### config.mk
export PLATFORM = sky130hd
export DESIGN_NAME = bitserial_logic_unit_flat
export DESIGN_NICKNAME = d
export VERILOG_FILES = /design/src/rtl/bitserial_logic_unit_if.sv /design/src/rtl/bitserial_logic_unit.sv /design/src/flat_wrapper.sv
export SDC_FILE = /design/constraint.sdc
export NUM_CORES = 1
export LEC_CHECK = 0
export CELL_PAD_IN_SITES_DETAIL_PLACEMENT = 1
export CELL_PAD_IN_SITES_GLOBAL_PLACEMENT = 2
export CORE_MARGIN = 2
export CORE_UTILIZATION = 38
export CTS_CLUSTER_SIZE = 20
export DETAILED_ROUTE_END_ITERATION = 8
export DONT_BUFFER_PORTS = 1
export PLACE_DENSITY = 0.74
export SLEW_MARGIN = 20
export SYNTH_ARGS = -nofsm -noshare
export SYNTH_HDL_FRONTEND = slang
export SYNTH_SLANG_ARGS = --single-unit
### constraint.sdc
create_clock -name clk -period 1.25 [get_ports clk]
set_input_delay 0.25 -clock clk [delete_from_list [all_inputs] [get_ports clk]]
set_output_delay 0.25 -clock clk [all_outputs]
set_load 0.03 [all_outputs]
### src/rtl/bitserial_logic_unit_if.sv
// Request/response channel for the bit-serial logic unit: operands and opcode
// in, result and zero flag out, each side with a valid/ready handshake.
interface bitserial_logic_unit_if #(
    parameter int WIDTH = 4
);
    logic             in_valid;
    logic             in_ready;
    logic [WIDTH-1:0] a;
    logic [WIDTH-1:0] b;
    logic [1:0]       op;
    logic             out_valid;
    logic             out_ready;
    logic [WIDTH-1:0] result;
    logic             zero;

    modport master (
        output in_valid, a, b, op, out_ready,
        input  in_ready, out_valid, result, zero
    );

    modport slave (
        input  in_valid, a, b, op, out_ready,
        output in_ready, out_valid, result, zero
    );
endinterface

### src/rtl/bitserial_logic_unit.sv
// Bit-serial AND/OR/XOR/XNOR unit: one result bit per clock, LSB first,
// WIDTH cycles per transaction, full result held until the consumer takes it.
module bitserial_logic_unit #(
    parameter int WIDTH = 4
) (
    input  logic                   clk,
    input  logic                   rst,
    bitserial_logic_unit_if.slave  bus
);
    localparam int CW = $clog2(WIDTH) + 1;

    typedef enum logic [1:0] {IDLE, SHIFT, DONE} state_t;

    state_t           state_q, state_d;
    logic [CW-1:0]    cnt_q, cnt_d;
    logic [WIDTH-1:0] a_sh_q, a_sh_d;
    logic [WIDTH-1:0] b_sh_q, b_sh_d;
    logic [1:0]       op_q, op_d;
    logic [WIDTH-1:0] res_q, res_d;
    logic             bit_f;

    always_ff @(posedge clk or posedge rst) begin
        if (rst) begin
            state_q <= IDLE;
            cnt_q   <= '0;
            a_sh_q  <= '0;
            b_sh_q  <= '0;
            op_q    <= '0;
            res_q   <= '0;
        end else begin
            state_q <= state_d;
            cnt_q   <= cnt_d;
            a_sh_q  <= a_sh_d;
            b_sh_q  <= b_sh_d;
            op_q    <= op_d;
            res_q   <= res_d;
        end
    end

    always_comb begin
        unique case (op_q)
            2'b00:   bit_f = a_sh_q[0] & b_sh_q[0];
            2'b01:   bit_f = a_sh_q[0] | b_sh_q[0];
            2'b10:   bit_f = a_sh_q[0] ^ b_sh_q[0];
            default: bit_f = ~(a_sh_q[0] ^ b_sh_q[0]);
        endcase
    end

    always_comb begin
        state_d = state_q;
        cnt_d   = cnt_q;
        a_sh_d  = a_sh_q;
        b_sh_d  = b_sh_q;
        op_d    = op_q;
        res_d   = res_q;
        unique case (state_q)
            IDLE: begin
                if (bus.in_valid) begin
                    a_sh_d  = bus.a;
                    b_sh_d  = bus.b;
                    op_d    = bus.op;
                    res_d   = '0;
                    cnt_d   = '0;
                    state_d = SHIFT;
                end
            end
            SHIFT: begin
                // New bit enters at the MSB so after WIDTH shifts bit i lines up with operand bit i.
                a_sh_d = a_sh_q >> 1;
                b_sh_d = b_sh_q >> 1;
                res_d  = {bit_f, res_q[WIDTH-1:1]};
                cnt_d  = cnt_q + 1'b1;
                if (cnt_q == CW'(WIDTH - 1)) state_d = DONE;
            end
            DONE: begin
                if (bus.out_ready) state_d = IDLE;
            end
            default: state_d = IDLE;
        endcase
    end

    assign bus.in_ready  = (state_q == IDLE);
    assign bus.out_valid = (state_q == DONE);
    assign bus.result    = res_q;
    assign bus.zero      = (res_q == '0);
endmodule

### src/flat_wrapper.sv
// flat-port wrapper written by rule: the top's interface ports become plain ports
module bitserial_logic_unit_flat 
#(
    parameter int WIDTH = 4
)
  (clk, rst, bus_in_valid, bus_a, bus_b, bus_op, bus_out_ready, bus_in_ready, bus_out_valid, bus_result, bus_zero);
  bitserial_logic_unit_if #(.WIDTH(WIDTH)) bus_i ();
  input  logic clk;
  input  logic rst;
  input wire logic [$bits(bus_i.in_valid)-1:0] bus_in_valid;
  input wire logic [$bits(bus_i.a)-1:0] bus_a;
  input wire logic [$bits(bus_i.b)-1:0] bus_b;
  input wire logic [$bits(bus_i.op)-1:0] bus_op;
  input wire logic [$bits(bus_i.out_ready)-1:0] bus_out_ready;
  output wire logic [$bits(bus_i.in_ready)-1:0] bus_in_ready;
  output wire logic [$bits(bus_i.out_valid)-1:0] bus_out_valid;
  output wire logic [$bits(bus_i.result)-1:0] bus_result;
  output wire logic [$bits(bus_i.zero)-1:0] bus_zero;
  assign bus_i.in_valid = bus_in_valid;
  assign bus_i.a = bus_a;
  assign bus_i.b = bus_b;
  assign bus_i.op = bus_op;
  assign bus_i.out_ready = bus_out_ready;
  assign bus_in_ready = bus_i.in_ready;
  assign bus_out_valid = bus_i.out_valid;
  assign bus_result = bus_i.result;
  assign bus_zero = bus_i.zero;
  bitserial_logic_unit #(.WIDTH(WIDTH)) u_core (.clk(clk), .rst(rst), .bus(bus_i));
endmodule
==> qor.json <==
{
  "synth_cell_types": {"value": 25},
  "violated_checks": {"value": "negative setup slack"},
  "tritoncts": {"value": "done"},
  "global_route_wire_length_before_repair": {"value": 3.64, "unit": "mm"},
  "critPathRequiredTime": {"value": 1.00, "unit": "ns"},
  "worst_slew_slack_as_a_fraction_of_its_limit": {"value": 0.831},
  "total_leakage_power": {"value": 0.624, "unit": "nW"},
  "cp.arrival": {"value": 1.17, "unit": "ns"},
  "synth_nets": {"value": 103},
  "drcViolationCount": {"value": 0},
  "syn_to_final_growth": {"value": 38.3, "unit": "%"},
  "max_slew.worst_pin.slew": {"value": 0.254, "unit": "ns"},
  "path_delay_family": {"value": "flip-flops"},
  "critical-path-max-stage-delay": {"value": 0.42, "unit": "ns"},
  "placed_cells_incl_taps": {"value": 124},
  "cp-end-kind": {"value": "output port"},
  "hold_class": {"value": "in2reg"},
  "drt-vias-per-instance": {"value": 5.41},
  "async_reset_ff_frac": {"value": 1.00},
  "final_worst_setup_slack": {"value": -0.166, "unit": "ns"},
  "cts_buffers": {"value": 3},
  "grt_overflow_total": {"value": 0},
  "final_antenna_net_count": {"value": 0},
  "critical_path_top_delay_cell": {"value": "sky130_fd_sc_hd__dfrtp_1"},
  "worst_setup_path_start_kind": {"value": "register"},
  "maximum_number_of_pins_on_one_net_before_global_route_repair": {"value": 20},
  "p_per_area": {"value": 2650, "unit": "nW/um^2"},
  "seq_area_frac_synth": {"value": 0.507},
  "max_freq": {"value": 706, "unit": "MHz"},
  "mappedNetlistArea": {"value": 937, "unit": "sq um"},
  "regToRegSetupSlack": {"value": -0.12, "unit": "ns"},
  "setup.worst_path.class": {"value": "reg2out"},
  "dp_slack": {"value": -0.00219, "unit": "ns"},
  "r2r-start": {"value": "u_core.state_q[0]$_DFFE_PP0P_"},
  "worstPathMaxFanout": {"value": 2},
  "number_of_vias_in_the_routed_layout": {"value": 746},
  "floorplan.initialDensity": {"value": 0.412},
  "outcome": {"value": "finished, violations left"},
  "cts-root-to-sink-buffers": {"value": 2},
  "clock_tree.root_cell": {"value": "sky130_fd_sc_hd__clkbuf_4"},
  "num_antenna_cells": {"value": 0},
  "yosys.area.top_type_share": {"value": 0.507},
  "timing.hold.worst.start": {"value": "bus_a[3]"},
  "grt_antenna_before_repair": {"value": 0},
  "crit-reg2reg-capture": {"value": "u_core.op_q[1]$_DFFE_PP0P_"},
  "r2r_cells": {"value": 4},
  "insertion_delay": {"value": 0.30, "unit": "ns"},
  "yosys.area.top_type": {"value": "sky130_fd_sc_hd__dfrtp_1"},
  "hpwlAfterDp": {"value": 1.55, "unit": "mm"},
  "grt_use_total": {"value": 0.186},
  "std_cell_rows": {"value": 17},
  "drt_wl_total": {"value": 2.60, "unit": "mm"},
  "stdcell_area": {"value": 1300, "unit": "sq um"},
  "finish.cell_count_without_fillers": {"value": 138},
  "detailedRoute.firstPassIterationCount": {"value": 4},
  "final_hold_viol_count": {"value": 0},
  "syn-mean-instance-area": {"value": 11.0, "unit": "sq um"},
  "drt_first_iter_violations": {"value": 6},
  "clock-skew-final": {"value": 0.00878, "unit": "ns"},
  "ys_seq_elements": {"value": 19},
  "report.final.slew_viol_count": {"value": 0},
  "clk_transition_reported_paths": {"value": 0.12, "unit": "ns"},
  "die_area": {"value": 2880, "unit": "sq um"},
  "destination_of_the_worst_hold_path": {"value": "u_core.a_sh_q[3]$_DFFE_PP0P_"},
  "io_buffers": {"value": 0},
  "total_power_of_the_final_layout": {"value": 0.00344, "unit": "W"},
  "die_w": {"value": 53.7, "unit": "um"},
  "hold_ws": {"value": 0.0724, "unit": "ns"},
  "postSynthCellCount": {"value": 85},
  "critical_path.cell_chain": {"value": "nor4_4 -> buf_6"},
  "number_of_global_route_vias_before_repair": {"value": 715},
  "detailed_place.area": {"value": 1080, "unit": "sq um"},
  "die_y": {"value": 53.7, "unit": "um"},
  "timing.final.setup_violations": {"value": 14},
  "drive_above_1_share": {"value": 0.455},
  "place_congestion": {"value": 0.747},
  "unrepaired_setup_endpoints_after_global_routing": {"value": "yes"},
  "synth.top_cells.by_area": {"value": "sky130_fd_sc_hd__dfrtp_1 51%, sky130_fd_sc_hd__a22o_1 6.5%, sky130_fd_sc_hd__ha_1 5.3%, sky130_fd_sc_hd__o21ai_0 3.7%, sky130_fd_sc_hd__and3b_2 3.2%"},
  "synthesis.yosys.warnings": {"value": 0},
  "placeableCoreArea": {"value": 2280, "unit": "sq um"},
  "vdd.ir_drop.worst": {"value": 1300, "unit": "uV"},
  "ctsHtreeMaxLevel": {"value": 1},
  "routed_wire_length_per_instance": {"value": 18.8, "unit": "um"},
  "timing.critical_path.buf_inv": {"value": 1},
  "layout_min_cycle_time": {"value": 1.42, "unit": "ns"},
  "design.final.nets": {"value": 129},
  "hold_depth": {"value": 1},
  "number_of_flops_mapped_to_enable_cells_by_yosys": {"value": 0},
  "numClockSinks": {"value": 19},
  "min_period_over_period": {"value": 1.13},
  "io_pins": {"value": 21},
  "maxCapViolCount": {"value": 0},
  "synth_top_flop_cell": {"value": "sky130_fd_sc_hd__dfrtp_1"}
}
[layout by cell type (no fill, tap or decap), types with 2 or more instances in the layout]
| master | synthesis | layout |
|---|---|---|
| sky130_fd_sc_hd__clkbuf_4 | 0 | 3 |
| sky130_fd_sc_hd__mux2i_1 | 2 | 2 |
| sky130_fd_sc_hd__ha_1 | 4 | 4 |
| sky130_fd_sc_hd__o21ai_2 | 0 | 2 |
| sky130_fd_sc_hd__mux2_4 | 2 | 2 |
| sky130_fd_sc_hd__nand2_1 | 7 | 6 |
| sky130_fd_sc_hd__dfrtp_1 | 19 | 17 |
| sky130_fd_sc_hd__dfrtp_2 | 0 | 2 |
| sky130_fd_sc_hd__nor2b_4 | 1 | 3 |
| sky130_fd_sc_hd__buf_6 | 0 | 13 |
| sky130_fd_sc_hd__buf_4 | 1 | 10 |
| sky130_fd_sc_hd__a22o_1 | 7 | 7 |
| sky130_fd_sc_hd__a21oi_1 | 5 | 5 |
| sky130_fd_sc_hd__o21ai_1 | 1 | 5 |
| sky130_fd_sc_hd__a22oi_2 | 0 | 3 |
| sky130_fd_sc_hd__and3b_2 | 3 | 3 |
| sky130_fd_sc_hd__and2b_2 | 2 | 2 |
| sky130_fd_sc_hd__inv_1 | 7 | 7 |
[power by group]
group	internal (W)	switching [W]
Combinational	0.00103	0.000987
Sequential	0.000869	0.000232
Clock	0.000124	0.000196
[cells in the mapped netlist (2+ instances only)]
master,number
sky130_fd_sc_hd__dfrtp_1,19
sky130_fd_sc_hd__mux2i_1,2
sky130_fd_sc_hd__mux2_4,2
sky130_fd_sc_hd__nor2b_1,2
sky130_fd_sc_hd__ha_1,4
sky130_fd_sc_hd__o21ai_0,7
sky130_fd_sc_hd__buf_2,3
sky130_fd_sc_hd__a22oi_1,3
sky130_fd_sc_hd__a21oi_1,5
sky130_fd_sc_hd__and2b_2,2
sky130_fd_sc_hd__inv_1,7
sky130_fd_sc_hd__a22o_1,7
sky130_fd_sc_hd__nor2_1,2
sky130_fd_sc_hd__nand2_1,7
sky130_fd_sc_hd__and3b_2,3
[flip-flops by register name, indices dropped and copies added, names as in the netlist]
register,cells
u_core.cnt_q,3
u_core.op_q,2
u_core.bus.result,4
u_core.state_q,2
u_core.b_sh_q,4
u_core.a_sh_q,4
[worst max-delay path by stage]
| stage | startpoint | endpoint | slack, ns | depth (start not counted) |
|---|---|---|---|---|
| 6_report | u_core.bus.result[0]$_DFFE_PP0P_ | bus_zero | -0.17 | 2 |
| 5_1_grt | u_core.bus.result[0]$_DFFE_PP0P_ | bus_zero | -0.20 | 2 |
| 4_1_cts | u_core.bus.result[0]$_DFFE_PP0P_ | bus_zero | -0.18 | 2 |
| 3_5_place_dp | u_core.state_q[1]$_DFFE_PP0P_ | u_core.bus.result[3]$_DFFE_PP0P_ | -0.002 | 3 |
| 3_3_place_gp | u_core.state_q[1]$_DFFE_PP0P_ | u_core.op_q[0]$_DFFE_PP0P_ | 0.06 | 3 |
| 2_1_floorplan | u_core.bus.result[3]$_DFFE_PP0P_ | bus_zero | -0.05 | 1 |
[worst reg2reg max path, stage by stage, from the launching register on]
cell	delay, ns
sky130_fd_sc_hd__dfrtp_2	0.45
sky130_fd_sc_hd__buf_6	0.13
sky130_fd_sc_hd__buf_6	0.12
sky130_fd_sc_hd__and2b_4	0.27
sky130_fd_sc_hd__mux2_4	0.30
[logic make-up after synthesis]
family,count (synthesis),share of synthesized area
simple gates,20,0.139
flops,19,0.507
buf+inv,11,0.0521
fa+ha+maj,4,0.0534
compound gates,27,0.195
mux,4,0.0534
[stage by stage]
step	util	setup TNS, ns
3_5_place_dp	0.474	-0.00219
4_1_cts	0.508	-0.551
3_3_place_gp	0.474	0
6_report	0.570	-0.972
5_1_grt	0.570	-1.55
2_1_floorplan	-	-0.0475
[metal layers]
layer  track usage  wire, um  vias up
met5             0         0        -
met4         0.115        91        0
met3        0.0361       117        8
met2         0.272      1270       18
met1         0.251      1110      369
li1              -         -      351
[cell type report]
cell class | instances | area [sq um]
fill | 250 | 980
multi-input combinational | 55 | 494
sequential | 19 | 478
timing repair buffer | 25 | 236
tap | 28 | 35.0
clock buffer | 4 | 26.3
inverter | 7 | 26.3
[timing repair]
item                                    4_1_cts  5_1_grt
cloned                                        0        1
pin swaps                                     1       11
hold endpoints to repair                     19        0
buffers inserted                              3        5
endpoints found under the setup margin        4       20
gates resized for setup                       6       30
hold buffers                                  1        0
Note: power is estimated with default switching activity, not from simulation.
